File: src/rtl/write_back_register_file_if.sv
// Writeback-stage bundle: MEM/WB payload into the register file, read ports and status back out.
interface write_back_register_file_if #(parameter int XLEN = 32);
  logic            writeBackValid;
  logic            regWriteEnable;
  logic [1:0]      writeBackSelect;
  logic [2:0]      loadFunct3;
  logic [1:0]      loadAddressLow;
  logic [XLEN-1:0] memoryReadData;
  logic [XLEN-1:0] aluData;
  logic [XLEN-1:0] pcPlus4;
  logic [4:0]      destinationRegister;
  logic [4:0]      readAddress1;
  logic [4:0]      readAddress2;
  logic [XLEN-1:0] readData1;
  logic [XLEN-1:0] readData2;
  logic [XLEN-1:0] writeBackData;
  logic            writeBackActive;
  logic [63:0]     retiredCount;

  // No handshake: every input is sampled at each rising edge, every output is combinational
  // from the current inputs plus the stored registers/counter.
  modport master (
    output writeBackValid, regWriteEnable, writeBackSelect, loadFunct3, loadAddressLow,
           memoryReadData, aluData, pcPlus4, destinationRegister, readAddress1, readAddress2,
    input  readData1, readData2, writeBackData, writeBackActive, retiredCount
  );

  modport slave (
    input  writeBackValid, regWriteEnable, writeBackSelect, loadFunct3, loadAddressLow,
           memoryReadData, aluData, pcPlus4, destinationRegister, readAddress1, readAddress2,
    output readData1, readData2, writeBackData, writeBackActive, retiredCount
  );
endinterface

File: src/rtl/write_back_register_file.sv
// RV32I writeback stage: load formatting, writeback mux, 32-entry register file with
// same-cycle write-to-read bypass, and a 64-bit retired-instruction counter.
module write_back_register_file #(
  parameter int XLEN      = 32,
  parameter int REG_COUNT = 32
) (
  input logic                          clock,
  input logic                          reset,
  write_back_register_file_if.slave    wb
);

  logic [XLEN-1:0] regs [REG_COUNT];
  logic [63:0]     retiredCounter;
  logic [7:0]      loadByte;
  logic [15:0]     loadHalf;
  logic [XLEN-1:0] loadData;
  logic [XLEN-1:0] writeData;
  logic            writeActive;

  always_comb begin
    loadByte = wb.memoryReadData[7:0];
    case (wb.loadAddressLow)
      2'd0: loadByte = wb.memoryReadData[7:0];
      2'd1: loadByte = wb.memoryReadData[15:8];
      2'd2: loadByte = wb.memoryReadData[23:16];
      2'd3: loadByte = wb.memoryReadData[31:24];
      default: loadByte = wb.memoryReadData[7:0];
    endcase
    // Half-word alignment ignores address bit 0.
    loadHalf = wb.loadAddressLow[1] ? wb.memoryReadData[31:16] : wb.memoryReadData[15:0];

    loadData = wb.memoryReadData;
    case (wb.loadFunct3)
      3'b000: loadData = {{(XLEN-8){loadByte[7]}}, loadByte};
      3'b001: loadData = {{(XLEN-16){loadHalf[15]}}, loadHalf};
      3'b100: loadData = {{(XLEN-8){1'b0}}, loadByte};
      3'b101: loadData = {{(XLEN-16){1'b0}}, loadHalf};
      default: loadData = wb.memoryReadData;
    endcase
  end

  always_comb begin
    writeData = wb.aluData;
    case (wb.writeBackSelect)
      2'b01:   writeData = loadData;
      2'b10:   writeData = wb.pcPlus4;
      default: writeData = wb.aluData;
    endcase
  end

  assign writeActive = wb.writeBackValid & wb.regWriteEnable &
                       (wb.destinationRegister != 5'd0) & ~reset;

  function automatic logic [XLEN-1:0] readPort(input logic [4:0] address);
    if (reset || address == 5'd0)
      return '0;
    else if (writeActive && address == wb.destinationRegister)
      return writeData;
    else
      return regs[address];
  endfunction

  assign wb.readData1       = readPort(wb.readAddress1);
  assign wb.readData2       = readPort(wb.readAddress2);
  assign wb.writeBackData   = writeData;
  assign wb.writeBackActive = writeActive;
  assign wb.retiredCount    = retiredCounter;

  always_ff @(posedge clock) begin
    if (reset) begin
      for (int i = 0; i < REG_COUNT; i++) regs[i] <= '0;
      retiredCounter <= '0;
    end else begin
      if (writeActive) regs[wb.destinationRegister] <= writeData;
      if (wb.writeBackValid) retiredCounter <= retiredCounter + 64'd1;
    end
  end

endmodule
File: src/flat_wrapper.sv
// flat-port wrapper written by rule: the top's interface ports become plain ports
module write_back_register_file_flat 
#(
  parameter int XLEN      = 32,
  parameter int REG_COUNT = 32
)
  (clock, reset, wb_writeBackValid, wb_regWriteEnable, wb_writeBackSelect, wb_loadFunct3, wb_loadAddressLow, wb_memoryReadData, wb_aluData, wb_pcPlus4, wb_destinationRegister, wb_readAddress1, wb_readAddress2, wb_readData1, wb_readData2, wb_writeBackData, wb_writeBackActive, wb_retiredCount);
  write_back_register_file_if #(.XLEN(XLEN)) wb_i ();
  input logic clock;
  input logic reset;
  input wire logic [$bits(wb_i.writeBackValid)-1:0] wb_writeBackValid;
  input wire logic [$bits(wb_i.regWriteEnable)-1:0] wb_regWriteEnable;
  input wire logic [$bits(wb_i.writeBackSelect)-1:0] wb_writeBackSelect;
  input wire logic [$bits(wb_i.loadFunct3)-1:0] wb_loadFunct3;
  input wire logic [$bits(wb_i.loadAddressLow)-1:0] wb_loadAddressLow;
  input wire logic [$bits(wb_i.memoryReadData)-1:0] wb_memoryReadData;
  input wire logic [$bits(wb_i.aluData)-1:0] wb_aluData;
  input wire logic [$bits(wb_i.pcPlus4)-1:0] wb_pcPlus4;
  input wire logic [$bits(wb_i.destinationRegister)-1:0] wb_destinationRegister;
  input wire logic [$bits(wb_i.readAddress1)-1:0] wb_readAddress1;
  input wire logic [$bits(wb_i.readAddress2)-1:0] wb_readAddress2;
  output wire logic [$bits(wb_i.readData1)-1:0] wb_readData1;
  output wire logic [$bits(wb_i.readData2)-1:0] wb_readData2;
  output wire logic [$bits(wb_i.writeBackData)-1:0] wb_writeBackData;
  output wire logic [$bits(wb_i.writeBackActive)-1:0] wb_writeBackActive;
  output wire logic [$bits(wb_i.retiredCount)-1:0] wb_retiredCount;
  assign wb_i.writeBackValid = wb_writeBackValid;
  assign wb_i.regWriteEnable = wb_regWriteEnable;
  assign wb_i.writeBackSelect = wb_writeBackSelect;
  assign wb_i.loadFunct3 = wb_loadFunct3;
  assign wb_i.loadAddressLow = wb_loadAddressLow;
  assign wb_i.memoryReadData = wb_memoryReadData;
  assign wb_i.aluData = wb_aluData;
  assign wb_i.pcPlus4 = wb_pcPlus4;
  assign wb_i.destinationRegister = wb_destinationRegister;
  assign wb_i.readAddress1 = wb_readAddress1;
  assign wb_i.readAddress2 = wb_readAddress2;
  assign wb_readData1 = wb_i.readData1;
  assign wb_readData2 = wb_i.readData2;
  assign wb_writeBackData = wb_i.writeBackData;
  assign wb_writeBackActive = wb_i.writeBackActive;
  assign wb_retiredCount = wb_i.retiredCount;
  write_back_register_file #(.XLEN(XLEN), .REG_COUNT(REG_COUNT)) u_core (.clock(clock), .reset(reset), .wb(wb_i));
endmodule
File: config.mk
export PLATFORM = sky130hd
export DESIGN_NAME = write_back_register_file_flat
export DESIGN_NICKNAME = d
export VERILOG_FILES = /design/src/rtl/write_back_register_file_if.sv /design/src/rtl/write_back_register_file.sv /design/src/flat_wrapper.sv
export SDC_FILE = /design/constraint.sdc
export NUM_CORES = 2
export LEC_CHECK = 0
export CAP_MARGIN = 20
export CELL_PAD_IN_SITES_DETAIL_PLACEMENT = 1
export CELL_PAD_IN_SITES_GLOBAL_PLACEMENT = 2
export CORE_AREA = 2 2 406 408
export CTS_CLUSTER_SIZE = 10
export DETAILED_ROUTE_END_ITERATION = 10
export DIE_AREA = 0 0 408 410
export PLACE_DENSITY = 0.66
export SLEW_MARGIN = 40
export SYNTH_ARGS = -nofsm -noshare
export SYNTH_HDL_FRONTEND = slang
export SYNTH_SLANG_ARGS = --single-unit
File: constraint.sdc
create_clock -name clock -period 6.9 [get_ports clock]
set_input_delay 1.035 -clock clock [delete_from_list [all_inputs] [get_ports clock]]
set_output_delay 1.035 -clock clock [all_outputs]
set_load 0.02 [all_outputs]
==> metrics.txt <==
post-CTS setup buffers=0; FF+latch count, synth=1,088; Mapped Cells=4,117; I/O pin cnt=283; Initial DRT Pass Iterations=8; Slew @ Worst Pin=0.914 ns; Critical Path End Type=output pin; Leak=22.5 nW; Slew Viols, Final=0; Critical Path AT=4.97 ns; pre-CTS WS=0.717 ns; DR vias/cell=6.16; Area Growth Syn to Fin=18.1%; achievable frequency=0.167 GHz; Core ar.=0.163 mm2; most common flop cell mapped by yosys=edfxtp_1; ys async rst share=0; clock skew=0.0154 ns; Nets=4,474; Die X=408 um; Clock Root Buffer=clkbuf_16; H-tree depth=4; routability congestion estimate from global placement=0.854; Starting Density=0.346; row cnt=149; Clock power frac=0.390; status=finished clean; commonest non-fill, non-tap cells in the layout=nor2_1, edfxtp_1, mux4_2; PnR worst setup slack=0.895 ns; die height=410 um; diode count=0; initial antenna violation count=12; Avg WL per Cell=36.4 um; global-route wire length before repair=331,000 um; Final Non-Filler Cells=6,611; HP Class=reg -> reg; Layout Utilization=0.409; NetSw=4.66 mW; startpoint types=input pin; Detail Placement HPWL=148,000 um; CTS Buffer Depth=3; # clock sinks=1,088; die area=0.167 mm2; PD cells=253 mW/mm2; synth unique cells=62; Pint=12.3 mW; WS Path Type=in -> out; slew margin rel.=0.375; Sum Neg Setup Slack=0 ns; global route overflow=0; Clk Latency, worst-skew pair=0.78 ns; Final Hold Fails=0; Num CTS Buffers=136; post-synthesis sequential area ratio=0.565; crit path max fanout=11; Iter 0 DRT Violations=4,970; antenna viol nets, final=0; number of max-cap violations=0; final setup fails=0; combinational power share=0.154; share of layout cells above drive strength 1=0.239; part of the power in registers=0.456; Clock Pin Slew Worst Setup and Hold Paths=0.06 ns; Max VDD drop=0.228 mV; syn avg cell area=13.8 um2; min cycle time layout=6.01 ns; CTS resizes=0; Post-Route WL=241,000 um; pin count of the biggest net entering global routing=67; unrepaired setup endpoints after global routing=false; Sw Share=0.275; cell area after synthesis=0.0567 mm2; number of global-route vias before repair=41,700; Yosys Warn Count=0; Total GRT Usage=0.284; Final Cycle Share=0.870; Residual DRC=0; CTS tree=done; commonest non-fill, non-tap cell in the layout=nor2_1; Fin Hold WS=0.495 ns; Placed Instances=6,397; cts hold-fix bufs=0; Req. time, crit path=5.86 ns; vias=40,800; Post-synth EDFFs=1,024; PortBufs=282
[registers in the layout, summed over array words and instances, names as in the netlist]
register                count
u_core.regs              1024
u_core.wb.retiredCount     64
[cell usage after synthesis, types with 25 or more instances]
library cell	count	area, um2
a22o_1	33	289
clkbuf_1	322	1210
o21ai_0	57	285
a21oi_1	49	245
nand3_1	51	255
nor2_1	1068	4010
inv_1	71	267
a32oi_1	28	245
nand2_1	146	548
mux4_2	549	12400
buf_1	25	93.8
o2111ai_1	25	219
mux2i_1	111	1110
o22ai_1	70	438
buf_2	71	355
edfxtp_1	1024	30700
dfxtp_1	64	1280
nand2b_1	52	325
[cells by family (layout without fill, tap and decap cells)]
kind of cell,count (synthesis),after routing,synth area share
buffers and inverters,504,778,0.0361
multiplexers,669,669,0.240
adder cells (fa/ha/maj),3,3,0.000663
XOR/XNOR,44,44,0.00680
AO/OA/AOI/OAI,363,363,0.0457
other,1,32,0.0000662
flip-flops,1088,1088,0.565
AND/OR/NAND/NOR,1445,1445,0.106
[final cells by class]
cell class              instances  area [um2]
multi-input cells            2556       23200
repair buffers                495        4710
well taps                    2189        2740
clock buffers                 172        3630
fillers                     16700       96600
clock inverters                39         310
inverters                      72         278
flip-flops and latches       1088       32000
[worst max-delay path, cell delays in order]
cell and delay (ns):
clkdlybuf4s50_1 0.66, nor3_2 0.61, a31oi_1 0.18, buf_4 0.21, a31oi_4 0.65, nand3_1 0.43, o21ai_0 0.34, clkdlybuf4s50_1 0.81
[power by group through the flow]
stage / Sequential [mW] / Clock [mW] / Combinational (mW)
2_1_floorplan: 7.78 / 0 / 1.44
5_1_grt: 7.75 / 6.91 / 2.68
3_5_place_dp: 7.84 / 0 / 2.58
3_3_place_gp: 7.82 / 0 / 2.56
6_report: 7.72 / 6.59 / 2.60
4_1_cts: 7.71 / 6.69 / 2.58
[metrics by stage]
stage,instance area (um2),power (mW)
6_report,66900,16.9
5_1_grt,66900,17.3
4_1_cts,66900,17.0
3_5_place_dp,62900,10.4
3_3_place_gp,62700,10.4
2_1_floorplan,56800,9.22
[final timing paths]
kind | to | slack, ns | cells after the start | from
worst min-delay path | u_core.wb.retiredCount[63] | 0.49 | 2 | u_core.wb.retiredCount[63]
worst max-delay path | wb_readData1[27] | 0.89 | 8 | wb_destinationRegister[3]
worst max register to register | u_core.wb.retiredCount[63] | 3.80 | 5 | u_core.wb.retiredCount[3]
worst min register to register | u_core.wb.retiredCount[63] | 0.49 | 2 | u_core.wb.retiredCount[63]
[metal layers]
layer | part of all wire | track usage | wire length (um)
met1 | 0.40 | 0.376 | 95200
met4 | 0.039 | 0.107 | 9360
met5 | 0.00022 | 0 | 53
met3 | 0.090 | 0.0574 | 21700
met2 | 0.47 | 0.461 | 114000
No activity file was read; power rests on OpenSTA's default activity.
